$ cat src/rtl/tcheck_pkg.sv
// Shared definitions for the setup/hold timing-check controller.
package tcheck_pkg;
    localparam int NCH_DEF   = 4;
    localparam int CNT_W_DEF = 8;

    typedef enum logic {
        KIND_SETUP = 1'b0,
        KIND_HOLD  = 1'b1
    } kind_e;

    typedef struct packed {
        logic [$clog2(NCH_DEF)-1:0] ch;
        kind_e                      kind;
        logic [CNT_W_DEF-1:0]       delta;
    } report_t;

    // Channel-index width that stays legal for a single-channel build.
    function automatic int ch_width(input int n);
        return (n > 1) ? $clog2(n) : 1;
    endfunction
endpackage

$ cat src/rtl/tcheck_if.sv
// Event, configuration and violation-report signals of tcheck_ctrl.
interface tcheck_if import tcheck_pkg::*; #(
    parameter int NCH   = NCH_DEF,
    parameter int CNT_W = CNT_W_DEF
) ();
    localparam int CH_W = ch_width(NCH);

    logic [NCH-1:0]   ref_ev;
    logic [NCH-1:0]   dat_ev;
    logic             cfg_we;
    logic [CH_W-1:0]  cfg_ch;
    logic             cfg_kind;
    logic [CNT_W-1:0] cfg_limit;
    logic             ovf_clr;
    logic             vio_valid;
    logic             vio_ready;
    logic [CH_W-1:0]  vio_ch;
    logic             vio_kind;
    logic [CNT_W-1:0] vio_delta;
    logic [NCH-1:0]   ovf;

    modport master (
        output ref_ev, dat_ev, cfg_we, cfg_ch, cfg_kind, cfg_limit, ovf_clr, vio_ready,
        input  vio_valid, vio_ch, vio_kind, vio_delta, ovf
    );
    modport slave (
        input  ref_ev, dat_ev, cfg_we, cfg_ch, cfg_kind, cfg_limit, ovf_clr, vio_ready,
        output vio_valid, vio_ch, vio_kind, vio_delta, ovf
    );
endinterface

$ cat src/rtl/tcheck_chan.sv
// One check channel: separation counters, setup/hold limits, checks and a
// single pending-report slot with a sticky lost-report flag.
module tcheck_chan import tcheck_pkg::*; #(
    parameter int CNT_W = CNT_W_DEF
) (
    input  logic             clk,
    input  logic             srst,
    input  logic             ref_ev,
    input  logic             dat_ev,
    input  logic             we_setup,
    input  logic             we_hold,
    input  logic [CNT_W-1:0] cfg_limit,
    input  logic             ovf_clr,
    input  logic             grant,
    output logic             pend,
    output logic             pend_kind,
    output logic [CNT_W-1:0] pend_delta,
    output logic             ovf
);
    localparam logic [CNT_W-1:0] CNT_MAX = '1;

    logic [CNT_W-1:0] since_dat_reg, setup_lim_reg, hold_lim_reg, hold_cnt_reg, delta_reg;
    logic             hold_open_reg, pend_reg, ovf_reg;
    kind_e            kind_reg;

    logic [CNT_W-1:0] sep, new_delta;
    logic             hold_win, setup_vio, hold_vio, new_vio, drop;
    kind_e            new_kind;

    // A same-cycle dat_ev counts as zero separation and only ever as SETUP.
    always_comb begin
        sep       = dat_ev ? '0 : since_dat_reg;
        hold_win  = hold_open_reg && (hold_cnt_reg <= hold_lim_reg);
        setup_vio = ref_ev && (setup_lim_reg != '0) && (sep < setup_lim_reg);
        hold_vio  = dat_ev && !ref_ev && (hold_lim_reg != '0) && hold_win;
        new_vio   = setup_vio || hold_vio;
        new_kind  = hold_vio ? KIND_HOLD : KIND_SETUP;
        new_delta = hold_vio ? hold_cnt_reg : sep;
        drop      = new_vio && pend_reg && !grant;
    end

    always_ff @(posedge clk) begin
        if (srst) begin
            since_dat_reg <= CNT_MAX;
            setup_lim_reg <= '0;
            hold_lim_reg  <= '0;
            hold_cnt_reg  <= '0;
            hold_open_reg <= 1'b0;
            pend_reg      <= 1'b0;
            kind_reg      <= KIND_SETUP;
            delta_reg     <= '0;
            ovf_reg       <= 1'b0;
        end else begin
            since_dat_reg <= (sep == CNT_MAX) ? CNT_MAX : sep + 1'b1;
            if (we_setup) setup_lim_reg <= cfg_limit;
            if (we_hold)  hold_lim_reg  <= cfg_limit;
            if (ref_ev) begin
                hold_open_reg <= 1'b1;
                hold_cnt_reg  <= CNT_W'(1);
            end else if (hold_open_reg) begin
                if (hold_cnt_reg >= hold_lim_reg) hold_open_reg <= 1'b0;
                else                              hold_cnt_reg  <= hold_cnt_reg + 1'b1;
            end
            // A grant in the same cycle frees the slot, so the new report fits.
            if (new_vio && !drop) begin
                pend_reg  <= 1'b1;
                kind_reg  <= new_kind;
                delta_reg <= new_delta;
            end else if (grant) begin
                pend_reg  <= 1'b0;
            end
            ovf_reg <= (ovf_reg && !ovf_clr) || drop;
        end
    end

    assign pend       = pend_reg;
    assign pend_kind  = kind_reg;
    assign pend_delta = delta_reg;
    assign ovf        = ovf_reg;
endmodule

$ cat src/rtl/tcheck_ctrl.sv
// Setup/hold checker: NCH check channels feeding a round-robin arbiter and a
// registered violation-report output with valid/ready handshake.
module tcheck_ctrl import tcheck_pkg::*; #(
    parameter int NCH   = NCH_DEF,
    parameter int CNT_W = CNT_W_DEF
) (
    input logic     clk,
    input logic     rst,
    tcheck_if.slave bus
);
    localparam int CH_W = ch_width(NCH);

    logic [NCH-1:0]   pend, pend_kind, grant, ovf_bits;
    logic [CNT_W-1:0] pend_delta [NCH];
    logic [CH_W-1:0]  ptr_reg, sel, idx;
    logic             any_pend, load;
    logic             vio_valid_reg, vio_kind_reg;
    logic [CH_W-1:0]  vio_ch_reg;
    logic [CNT_W-1:0] vio_delta_reg;

    generate
        for (genvar gi = 0; gi < NCH; gi++) begin : g_chan
            tcheck_chan #(.CNT_W(CNT_W)) u_chan (
                .clk        (clk),
                .srst       (rst),
                .ref_ev     (bus.ref_ev[gi]),
                .dat_ev     (bus.dat_ev[gi]),
                .we_setup   (bus.cfg_we && (bus.cfg_ch == CH_W'(gi)) && !bus.cfg_kind),
                .we_hold    (bus.cfg_we && (bus.cfg_ch == CH_W'(gi)) &&  bus.cfg_kind),
                .cfg_limit  (bus.cfg_limit),
                .ovf_clr    (bus.ovf_clr),
                .grant      (grant[gi]),
                .pend       (pend[gi]),
                .pend_kind  (pend_kind[gi]),
                .pend_delta (pend_delta[gi]),
                .ovf        (ovf_bits[gi])
            );
        end
    endgenerate

    // Scan from the farthest offset down so the nearest pending channel after ptr wins.
    always_comb begin
        load     = !vio_valid_reg || bus.vio_ready;
        any_pend = 1'b0;
        sel      = '0;
        idx      = '0;
        for (int i = NCH - 1; i >= 0; i--) begin
            idx = CH_W'((int'(ptr_reg) + i) % NCH);
            if (pend[idx]) begin
                any_pend = 1'b1;
                sel      = idx;
            end
        end
        grant = '0;
        if (load && any_pend) grant[sel] = 1'b1;
    end

    always_ff @(posedge clk) begin
        if (rst) begin
            ptr_reg       <= '0;
            vio_valid_reg <= 1'b0;
            vio_ch_reg    <= '0;
            vio_kind_reg  <= 1'b0;
            vio_delta_reg <= '0;
        end else if (load) begin
            if (any_pend) begin
                vio_valid_reg <= 1'b1;
                vio_ch_reg    <= sel;
                vio_kind_reg  <= pend_kind[sel];
                vio_delta_reg <= pend_delta[sel];
                ptr_reg       <= (sel == CH_W'(NCH - 1)) ? '0 : sel + 1'b1;
            end else begin
                vio_valid_reg <= 1'b0;
            end
        end
    end

    assign bus.vio_valid = vio_valid_reg;
    assign bus.vio_ch    = vio_ch_reg;
    assign bus.vio_kind  = vio_kind_reg;
    assign bus.vio_delta = vio_delta_reg;
    assign bus.ovf       = ovf_bits;
endmodule

$ cat src/flat_wrapper.sv
// flat-port wrapper written by rule: the top's interface ports become plain ports
module tcheck_ctrl_flat import tcheck_pkg::*;
#(
    parameter int NCH   = NCH_DEF,
    parameter int CNT_W = CNT_W_DEF
)
  (clk, rst, bus_ref_ev, bus_dat_ev, bus_cfg_we, bus_cfg_ch, bus_cfg_kind, bus_cfg_limit, bus_ovf_clr, bus_vio_ready, bus_vio_valid, bus_vio_ch, bus_vio_kind, bus_vio_delta, bus_ovf);
  tcheck_if #(.NCH(NCH), .CNT_W(CNT_W)) bus_i ();
  input logic clk;
  input logic rst;
  input wire logic [$bits(bus_i.ref_ev)-1:0] bus_ref_ev;
  input wire logic [$bits(bus_i.dat_ev)-1:0] bus_dat_ev;
  input wire logic [$bits(bus_i.cfg_we)-1:0] bus_cfg_we;
  input wire logic [$bits(bus_i.cfg_ch)-1:0] bus_cfg_ch;
  input wire logic [$bits(bus_i.cfg_kind)-1:0] bus_cfg_kind;
  input wire logic [$bits(bus_i.cfg_limit)-1:0] bus_cfg_limit;
  input wire logic [$bits(bus_i.ovf_clr)-1:0] bus_ovf_clr;
  input wire logic [$bits(bus_i.vio_ready)-1:0] bus_vio_ready;
  output wire logic [$bits(bus_i.vio_valid)-1:0] bus_vio_valid;
  output wire logic [$bits(bus_i.vio_ch)-1:0] bus_vio_ch;
  output wire logic [$bits(bus_i.vio_kind)-1:0] bus_vio_kind;
  output wire logic [$bits(bus_i.vio_delta)-1:0] bus_vio_delta;
  output wire logic [$bits(bus_i.ovf)-1:0] bus_ovf;
  assign bus_i.ref_ev = bus_ref_ev;
  assign bus_i.dat_ev = bus_dat_ev;
  assign bus_i.cfg_we = bus_cfg_we;
  assign bus_i.cfg_ch = bus_cfg_ch;
  assign bus_i.cfg_kind = bus_cfg_kind;
  assign bus_i.cfg_limit = bus_cfg_limit;
  assign bus_i.ovf_clr = bus_ovf_clr;
  assign bus_i.vio_ready = bus_vio_ready;
  assign bus_vio_valid = bus_i.vio_valid;
  assign bus_vio_ch = bus_i.vio_ch;
  assign bus_vio_kind = bus_i.vio_kind;
  assign bus_vio_delta = bus_i.vio_delta;
  assign bus_ovf = bus_i.ovf;
  tcheck_ctrl #(.NCH(NCH), .CNT_W(CNT_W)) u_core (.clk(clk), .rst(rst), .bus(bus_i));
endmodule
$ cat config.mk
export PLATFORM = sky130hd
export DESIGN_NAME = tcheck_ctrl_flat
export DESIGN_NICKNAME = d
export VERILOG_FILES = /design/src/rtl/tcheck_pkg.sv /design/src/rtl/tcheck_if.sv /design/src/rtl/tcheck_chan.sv /design/src/rtl/tcheck_ctrl.sv /design/src/flat_wrapper.sv
export SDC_FILE = /design/constraint.sdc
export NUM_CORES = 1
export LEC_CHECK = 0
export CORE_ASPECT_RATIO = 1.4
export CORE_MARGIN = 2
export CORE_UTILIZATION = 60
export DETAILED_ROUTE_END_ITERATION = 16
export PLACE_DENSITY = 0.79
export SLEW_MARGIN = 20
export SYNTH_ARGS = -nofsm -noshare
export SYNTH_HDL_FRONTEND = slang
export SYNTH_SLANG_ARGS = --single-unit
$ cat constraint.sdc
create_clock -name clk -period 4.46 [get_ports clk]
set_clock_uncertainty 0.15 [all_clocks]
set_input_delay 1.338 -clock clk [delete_from_list [all_inputs] [get_ports clk]]
set_output_delay 1.338 -clock clk [all_outputs]
set_load 0.02 [all_outputs]
==> reports/results.ini <==
[global_route]
grt_util_all_layers_pct = 28.6
grt-ovfl-total = 0
grt_max_degree = 47
antenna_found_initial = 0
grt_pass1_vias = 8294
grt_pass1_wl_mm = 40.2

[sta]
tns_ps = 0
rsz0062_at_grt = false
hold_slack_ps = 311
relSlewSlack_pct = 44.7
worst_slack_ps = 619
max_freq_ghz = 0.260
hold_viol = 0
drv_slew = 0
post-route-period-util_pct = 86.1
worst_pin_slew_ps = 823
period_minus_slack_ps = 3840
setup_viol = 0

[finish]
mostFrequentLayoutCells = 202 x nand2_1, 190 x dfxtp_1, 156 x a21oi_1
diodes = 0
post-route-util_pct = 68.4
multi_input_area_mm2 = 0.00559
drive_gt1_share_pct = 6.29
area_growth_pct = 11.6
nNetsFinal = 1323
layout.cells.most_common = nand2_1
register_area_mm2 = 0.00380
nFillCells = 1320

[floorplanning]
die_h_um = 156
start_util_pct = 61.3
rows = 55
fp.coreArea_mm2 = 0.0162
die_x_um = 113
io-pin-count = 40
die_area_mm2 = 0.0176

[clocking]
cts_tree = built
htree_levels = 4
cts_setup_buffers = 0
cts_buffers = 17
cts_buffer_depth = 2
cts_root_buf = clkbuf_16
clkLatencyLatePin_ps = 440
cts_sinks = 190
cts_resized = 0
hold_buffers = 0
clk_pin_slew_worst_paths_ps = 70

[logic_synthesis]
synth_area_mm2 = 0.00991
yosysWarnings = 0
synth_flop_cell = dfxtp_1
async_flop_share_pct = 0
synth_cells = 1205
ys_seq_elements = 190
synthDistinctLibCells = 60
syn_avg_cell_area_um2 = 8.22
synth_edf_count = 0
syn-num-nets = 1301
yosysSeqAreaShare_pct = 38.4

[detailed_routing]
drc = 0
vias_per_cell = 5.91
wl_met3_mm = 1.32
first_pass_iters = 5
wire_per_inst_um = 16.9
num_vias = 8510
dr.first_iter.drc_count = 568
wl_met2_mm = 12.0
wl_met1_mm = 10.1
ant_nets = 0
top_layer = met4
wirelength_mm = 24.4

[power]
p_leak_nw = 3.82
ir_drop_v = 0.000250
power_density_mw_per_mm2 = 361

[setup_path]
cp.arrival_ps = 3980
cp_slowest_stage_delay_ps = 670
cp.buffers_inverters = 2
crit_required_ps = 4600
crit_path_max_fanout = 11
setup.worst_path.class = primary input to flop
regToRegSetupSlack_ps = 1430
cpLargestDelayFamily = simple AND/OR/NAND/NOR gates
cp-start-kind = primary input
crit_slowest_cell = clkdlybuf4s50_1
path_cells = clkdlybuf4s50_1 -> nand2b_1 -> inv_1 -> ha_1 -> a211o_1 -> o211ai_1 -> nand4b_1 -> o32ai_4 -> and2_1 -> a311oi_1
worst_setup_path_end_kind = flop

[place]
pre_cts_ws_ps = 274
hpwlAfterDp_mm = 17.7
io_buffer_count = 39
routabilityCongestion = 0.904

[min_path]
hold_path.class = flop to flop

[status]
status = finished clean

[run]
drv_cap = 0

cell usage after synthesis (all sizes together) (5+ instances only):
library cell | n | area, um^2
nand2 | 202 | 758
dfxtp | 190 | 3800
a21oi | 156 | 781
inv | 74 | 278
nor2 | 73 | 274
ha | 72 | 901
nor2b | 38 | 243
nand3 | 37 | 185
xnor2 | 34 | 298
o21ai | 31 | 155
a211oi | 30 | 263
clkbuf | 29 | 110
nand2b | 26 | 163
nor4 | 23 | 144
buf | 22 | 128
mux2i | 20 | 200
nand4 | 20 | 125
nor3 | 12 | 80.1
mux2 | 10 | 113
o31ai | 10 | 75.1
xor2 | 10 | 87.6
a31oi | 9 | 56.3
o211ai | 9 | 67.6
o21a | 9 | 67.6
a2111oi | 5 | 67.6
nand4b | 5 | 43.8
nor4b | 5 | 43.8
area by class of cell:
class                   count  share of cell area (%)
multi-input cells         890                    50.5
repair buffers             54                    4.53
clock buffers              17                    3.85
inverters                  74                    2.51
flip-flops and latches    190                    34.4
well taps                 199                    2.25
clock inverters            15                    1.91
through the flow:
step,std cells,power (mW),instance area (um^2)
3_3_place_gp,1407,2.37,10400
6_report,1439,3.99,11100
3_5_place_dp,1407,2.39,10400
5_1_grt,1439,4.16,11100
2_1_floorplan,1205,2.24,9910
4_1_cts,1439,4.01,11100
logic make-up after synthesis:
group	Yosys count	share of synthesized area, %
AOI/OAI and AO/OA	284	18.1
xor gates and xnor gates	44	3.89
adders and majority gates	72	9.09
buffers and inverters	125	5.20
DFF	190	38.4
muxes	30	3.16
and+or+nand+nor	460	22.2
path summary, 6_finish.rpt:
kind,start,end,depth (start not counted)
worst min register to register,u_core.bus.vio_delta[2],u_core.bus.vio_delta[2],2
worst max-delay path,bus_dat_ev[2],u_core.g_chan[2].u_chan.pend_delta[5],10
worst max register to register,u_core.ptr_reg[0],u_core.g_chan[3].u_chan.pend_delta[6],9
worst min-delay path,u_core.bus.vio_delta[2],u_core.bus.vio_delta[2],2
worst register-to-register path, stage by stage, from the launching register on:
cell	delay, ps
dfxtp_1	380
nor3b_1	200
a21oi_1	60
o21ai_0	80
o21a_1	520
ha_1	250
a21boi_1	180
a2111oi_4	630
or2_1	340
a21oi_1	110
report_power, final:
group          leakage [nW]  switching [mW]  internal (mW)
Sequential             1.55          0.0554           1.77
Clock                 0.291           0.685          0.947
Combinational          1.98           0.325          0.213
Total                  3.82            1.07           2.93
metal layers:
| metal | track usage (%) | vias up |
|---|---|---|
| met5 | 0 | - |
| met2 | 49.4 | 253 |
| met3 | 4.23 | 58 |
| met1 | 35.2 | 3946 |
| li1 | - | 4253 |
| met4 | 12.9 | 0 |
Note: power is estimated with default switching activity, not from simulation.
==> RTL change 1 (same flow settings) <==
The package constant `CNT_W_DEF` goes from 8 to 6.
--- a/src/rtl/tcheck_pkg.sv
+++ b/src/rtl/tcheck_pkg.sv
@@ -3,3 +3,3 @@
     localparam int NCH_DEF   = 4;
-    localparam int CNT_W_DEF = 8;
+    localparam int CNT_W_DEF = 6;
 
Ports: changed (resized bus_cfg_limit and bus_vio_delta); port bits go from 40 to 36. The function was not compared with the original's and may differ.
==> RTL change 1 against the original RTL <==
Sequential cell count down 42. Critical endpoint is now u_core.g_chan[2].u_chan.pend_delta[0]. Total power is 19% lower. Routed wire length shrank 26%. Final cell count shrank 25%. Cell area down 20%. Global-route usage down 1.3 points. Utilization increased by 0.25 points. Synthesized area down 21%. Fmax is 8.1% higher. Worst setup slack improved by 0.29 ns. First-iteration DRC count decreased by 47%. Combinational power shrank 25%.
==> RTL change 1: results (changes against the original RTL) <==
| Metric | Value |
|---|---|
| Final HPWL DP | `13000 µm (-27%)` |
| P_clk | `1.40 mW (-14%)` |
| Hold Path Origin | `u_core.bus.vio_ch[0]` |
| Netlist cell types | `56 (-6.7%)` |
| Multi-input gates | `639 (-28%)` |
| Sequential share of power | `44.1% (-1.6 points)` |
| Leakage | `3.45 nW (-9.7%)` |
| Worst VDD drop | `230 µV (-8.1%)` |
| Min Hold Slack | `0.311 ns (+0.000612 ns)` |
| GR Layer Usage met1 | `32.1% (-3.1 points)` |
| Via density | `5.93 (+0.26%)` |
| Initial DRC Count | `300 (-47%)` |
| Max Fanout on Critical Path | `12 (+1)` |
| CP delay by family, top | `compound AO/OA/AOI/OAI gates` |
| Clock buffer and inverter area fraction after layout | `6.63% (+0.87 points)` |
| Top cells by area, synth | `dfxtp_1 (38%), ha_1 (9.0%), mux2i_1 (7.9%), a21oi_1 (5.6%), nor2_1 (3.9%)` |
| Largest net degree at the start of global routing | `44 (-6.4%)` |
| Non-clock buffer share | `4.47% (-0.058 points)` |
| Pre-CTS setup slack | `0.515 ns (+0.241 ns)` |
| Relative slew slack | `54.1% (+9.4 points)` |
| Syn_area_per_cell | `8.80 µm² (+7.1%)` |
| Crit path capture | `u_core.g_chan[2].u_chan.pend_delta[0]` |
| Critical Path AT | `3.76 ns (-0.22 ns)` |
| Total placed cells including tap cells | `1043 (-26%)` |
| Met3 usage | `5.49% (+1.3 points)` |
| Worst reg2reg path endpoint | `u_core.g_chan[0].u_chan.pend_delta[0]` |
| I/O Buffers | `35 (-10%)` |
| Fraction of area in multi-input gates | `50.4% (-0.17 points)` |
| Final Net Count | `987 (-25%)` |
| Outcome | `finished clean` |
| Worst Hold Path EP | `u_core.bus.vio_ch[0]` |
| Register area share after synthesis | `37.9% (-0.54 points)` |
| Layout clock buffers | `23 (+6)` |
| Invs w/o clock | `62 (-16%)` |
| FP Rows | `49 (-11%)` |
| Placer Congestion | `0.866 (-4.2%)` |
| Vias in the first global route | `6380 (-23%)` |
| Syn Nets | `967 (-26%)` |
| Fin cells | `1075 (-25%)` |
| Highest metal used | `met4` |
| Met3 wire length | `636 µm (-52%)` |
| DR WL/cell | `16.9 µm (-0.36%)` |
| Switching fraction of total power | `25.7% (-0.98 points)` |
| First-pass GRT wire length | `30600 µm (-24%)` |
| Seq_cells | `148 (-22%)` |
| Placed Instance Area | `8210 µm² (-21%)` |
| Routed wl met2 | `9190 µm (-24%)` |
| Max Freq | `0.282 GHz (+8.1%)` |
| Clock Power Share | `43.4% (+2.5 points)` |
| Share of layout cells above drive strength 1 | `8.46% (+2.2 points)` |
| Flop2flop setup slack | `1.59 ns (+0.16 ns)` |
## RTL change 1: changes by cell type after synthesis, moves of 10 or more
cell / before / now
nand2_1: 202 / 60
nor4_1: 23 / 6
nand3_1: 37 / 20
mux2_2: 10 / 0
mux2i_1: 20 / 62
xnor2_1: 34 / 17
dfxtp_1: 190 / 148
ha_1: 72 / 56
a21oi_1: 156 / 88
inv_1: 74 / 60
nand4_1: 20 / 8
## RTL change 1: cells by family (layout without fill, tap and decap cells)
| kind of cell | Yosys count | count (layout) | synth area share, % |
|---|---|---|---|
| simple gates | 281 | 281 | 18.0 |
| compound gates | 211 | 211 | 18.5 |
| flops | 148 | 148 | 37.9 |
| buf+inv | 102 | 135 | 5.55 |
| mux | 62 | 62 | 7.93 |
| fa+ha+maj | 56 | 56 | 8.95 |
| xor+xnor | 29 | 29 | 3.25 |
==> RTL change 2 (config.mk and constraints unchanged) <==
Without the edit above. Make the reset (`rst` and `srst`) asynchronous in 2 clocked blocks.
--- a/src/rtl/tcheck_chan.sv
+++ b/src/rtl/tcheck_chan.sv
@@ -41,3 +41,3 @@
 
-    always_ff @(posedge clk) begin
+    always_ff @(posedge clk or posedge srst) begin
         if (srst) begin
--- a/src/rtl/tcheck_ctrl.sv
+++ b/src/rtl/tcheck_ctrl.sv
@@ -57,3 +57,3 @@
 
-    always_ff @(posedge clk) begin
+    always_ff @(posedge clk or posedge rst) begin
         if (rst) begin
Behaviour: differs if rst is asserted again (counterexample within 4 cycles, from zero or initial values and one cycle with rst high); with rst held inactive, the same outputs for 4 cycles.
==> RTL change 2 against the original RTL <==
Worst setup slack better by 0.18 ns. Hold slack improved by 0.027 ns. Sequential cell count unchanged. Routed wire length down 3.0%. Via count fell by 9.1%. Synthesized area up 4.2%. Cell area increased by 5.5%. Global-route usage decreased by 1.1 points. Critical path type unchanged. Largest cell class unchanged. Highest routed layer unchanged.
Power is not compared: it rests on default switching activity, and its combinational part moved more than twofold at a synthesized area within 25%.
==> RTL change 2: results (changes against the original RTL) <==
| Metric | Value |
|---|---|
| Outcome | `finished clean` |
| Main synth FF type | `dfrtp_1` |
| Seq/total area | `41.1% (+6.7 points)` |
| Post-Synth Adder-Cell Area | `8.73% (-0.37 points)` |
| Worst reg2reg path endpoint | `u_core.g_chan[0].u_chan.pend_delta[4]` |
| Largest net degree at the start of global routing | `61 (+30%)` |
| Vias after detailed routing | `7735 (-9.1%)` |
| Syn Nets | `1114 (-14%)` |
| Placer Congestion | `0.895 (-0.97%)` |
| Multi-input gates | `686 (-23%)` |
| Crit path capture | `u_core.g_chan[3].u_chan.pend_delta[0]` |
| GR Layer Usage met1 | `34.4% (-0.74 points)` |
| Hold Path Origin | `u_core.bus.vio_ch[0]` |
| Min Hold Slack | `0.338 ns (+0.0273 ns)` |
| Compound-Gate Fraction of Synth Area | `10.1% (-8.0 points)` |
| Placed Instance Area | `11000 µm² (+5.9%)` |
| Flop2flop setup slack | `1.38 ns (-0.05 ns)` |
| Via density | `6.03 (+1.9%)` |
| Final Net Count | `1163 (-12%)` |
| CP peak stage delay | `0.60 ns (-0.07 ns)` |
| Worst Hold Path EP | `u_core.bus.vio_ch[0]` |
| Fraction of area in multi-input gates | `42.7% (-7.8 points)` |
| Share of layout cells above drive strength 1 | `14.5% (+8.2 points)` |
| Commonest cells in the netlist | `dfrtp_1 (158), inv_1 (113), nand2_1 (84), ha_1 (72), a21oi_1 (64)` |
| Syn_area_per_cell | `10.1 µm² (+23%)` |
| Met3 wire length | `1030 µm (-22%)` |
| Relative slew slack | `39.8% (-4.9 points)` |
| Final setup margin | `0.794 ns (+0.176 ns)` |
| Nonclk buf count | `59 (+9.3%)` |
| CP startpoint | `bus_dat_ev[3]` |
| Pre-CTS setup slack | `0.405 ns (+0.131 ns)` |
| R2R depth | `8 (-1)` |
==> RTL change 2: cell types whose count changed in the layout (fill, tap and decap cells not counted), moves of 14 or more <==
cell	delta
o21ai_0	+32
mux2i_1	+16
dfstp_2	+32
nand3_1	-14
inv_1	+38
a211oi_1	-17
dfxtp_1	-190
dfrtp_1	+158
nand2_1	-118
mux2_2	+40
a21oi_1	-92
==> RTL change 2: power by group through the flow <==
stage | clock network, mW | logic (mW) | registers, mW
2_1_floorplan | 0 | 1.30 | 2.38
3_3_place_gp | 0 | 1.68 | 2.45
3_5_place_dp | 0 | 1.75 | 2.46
4_1_cts | 1.61 | 1.78 | 2.43
5_1_grt | 1.68 | 1.99 | 2.48
6_report | 1.59 | 1.78 | 2.44
==> RTL change 2: tightest hold or removal path, delay by kind of cell (launching register included) <==
family             cells  cell delay [ns]
DFF                    1             0.35
AOI/OAI and AO/OA      1             0.06
and+or+nand+nor        1             0.05
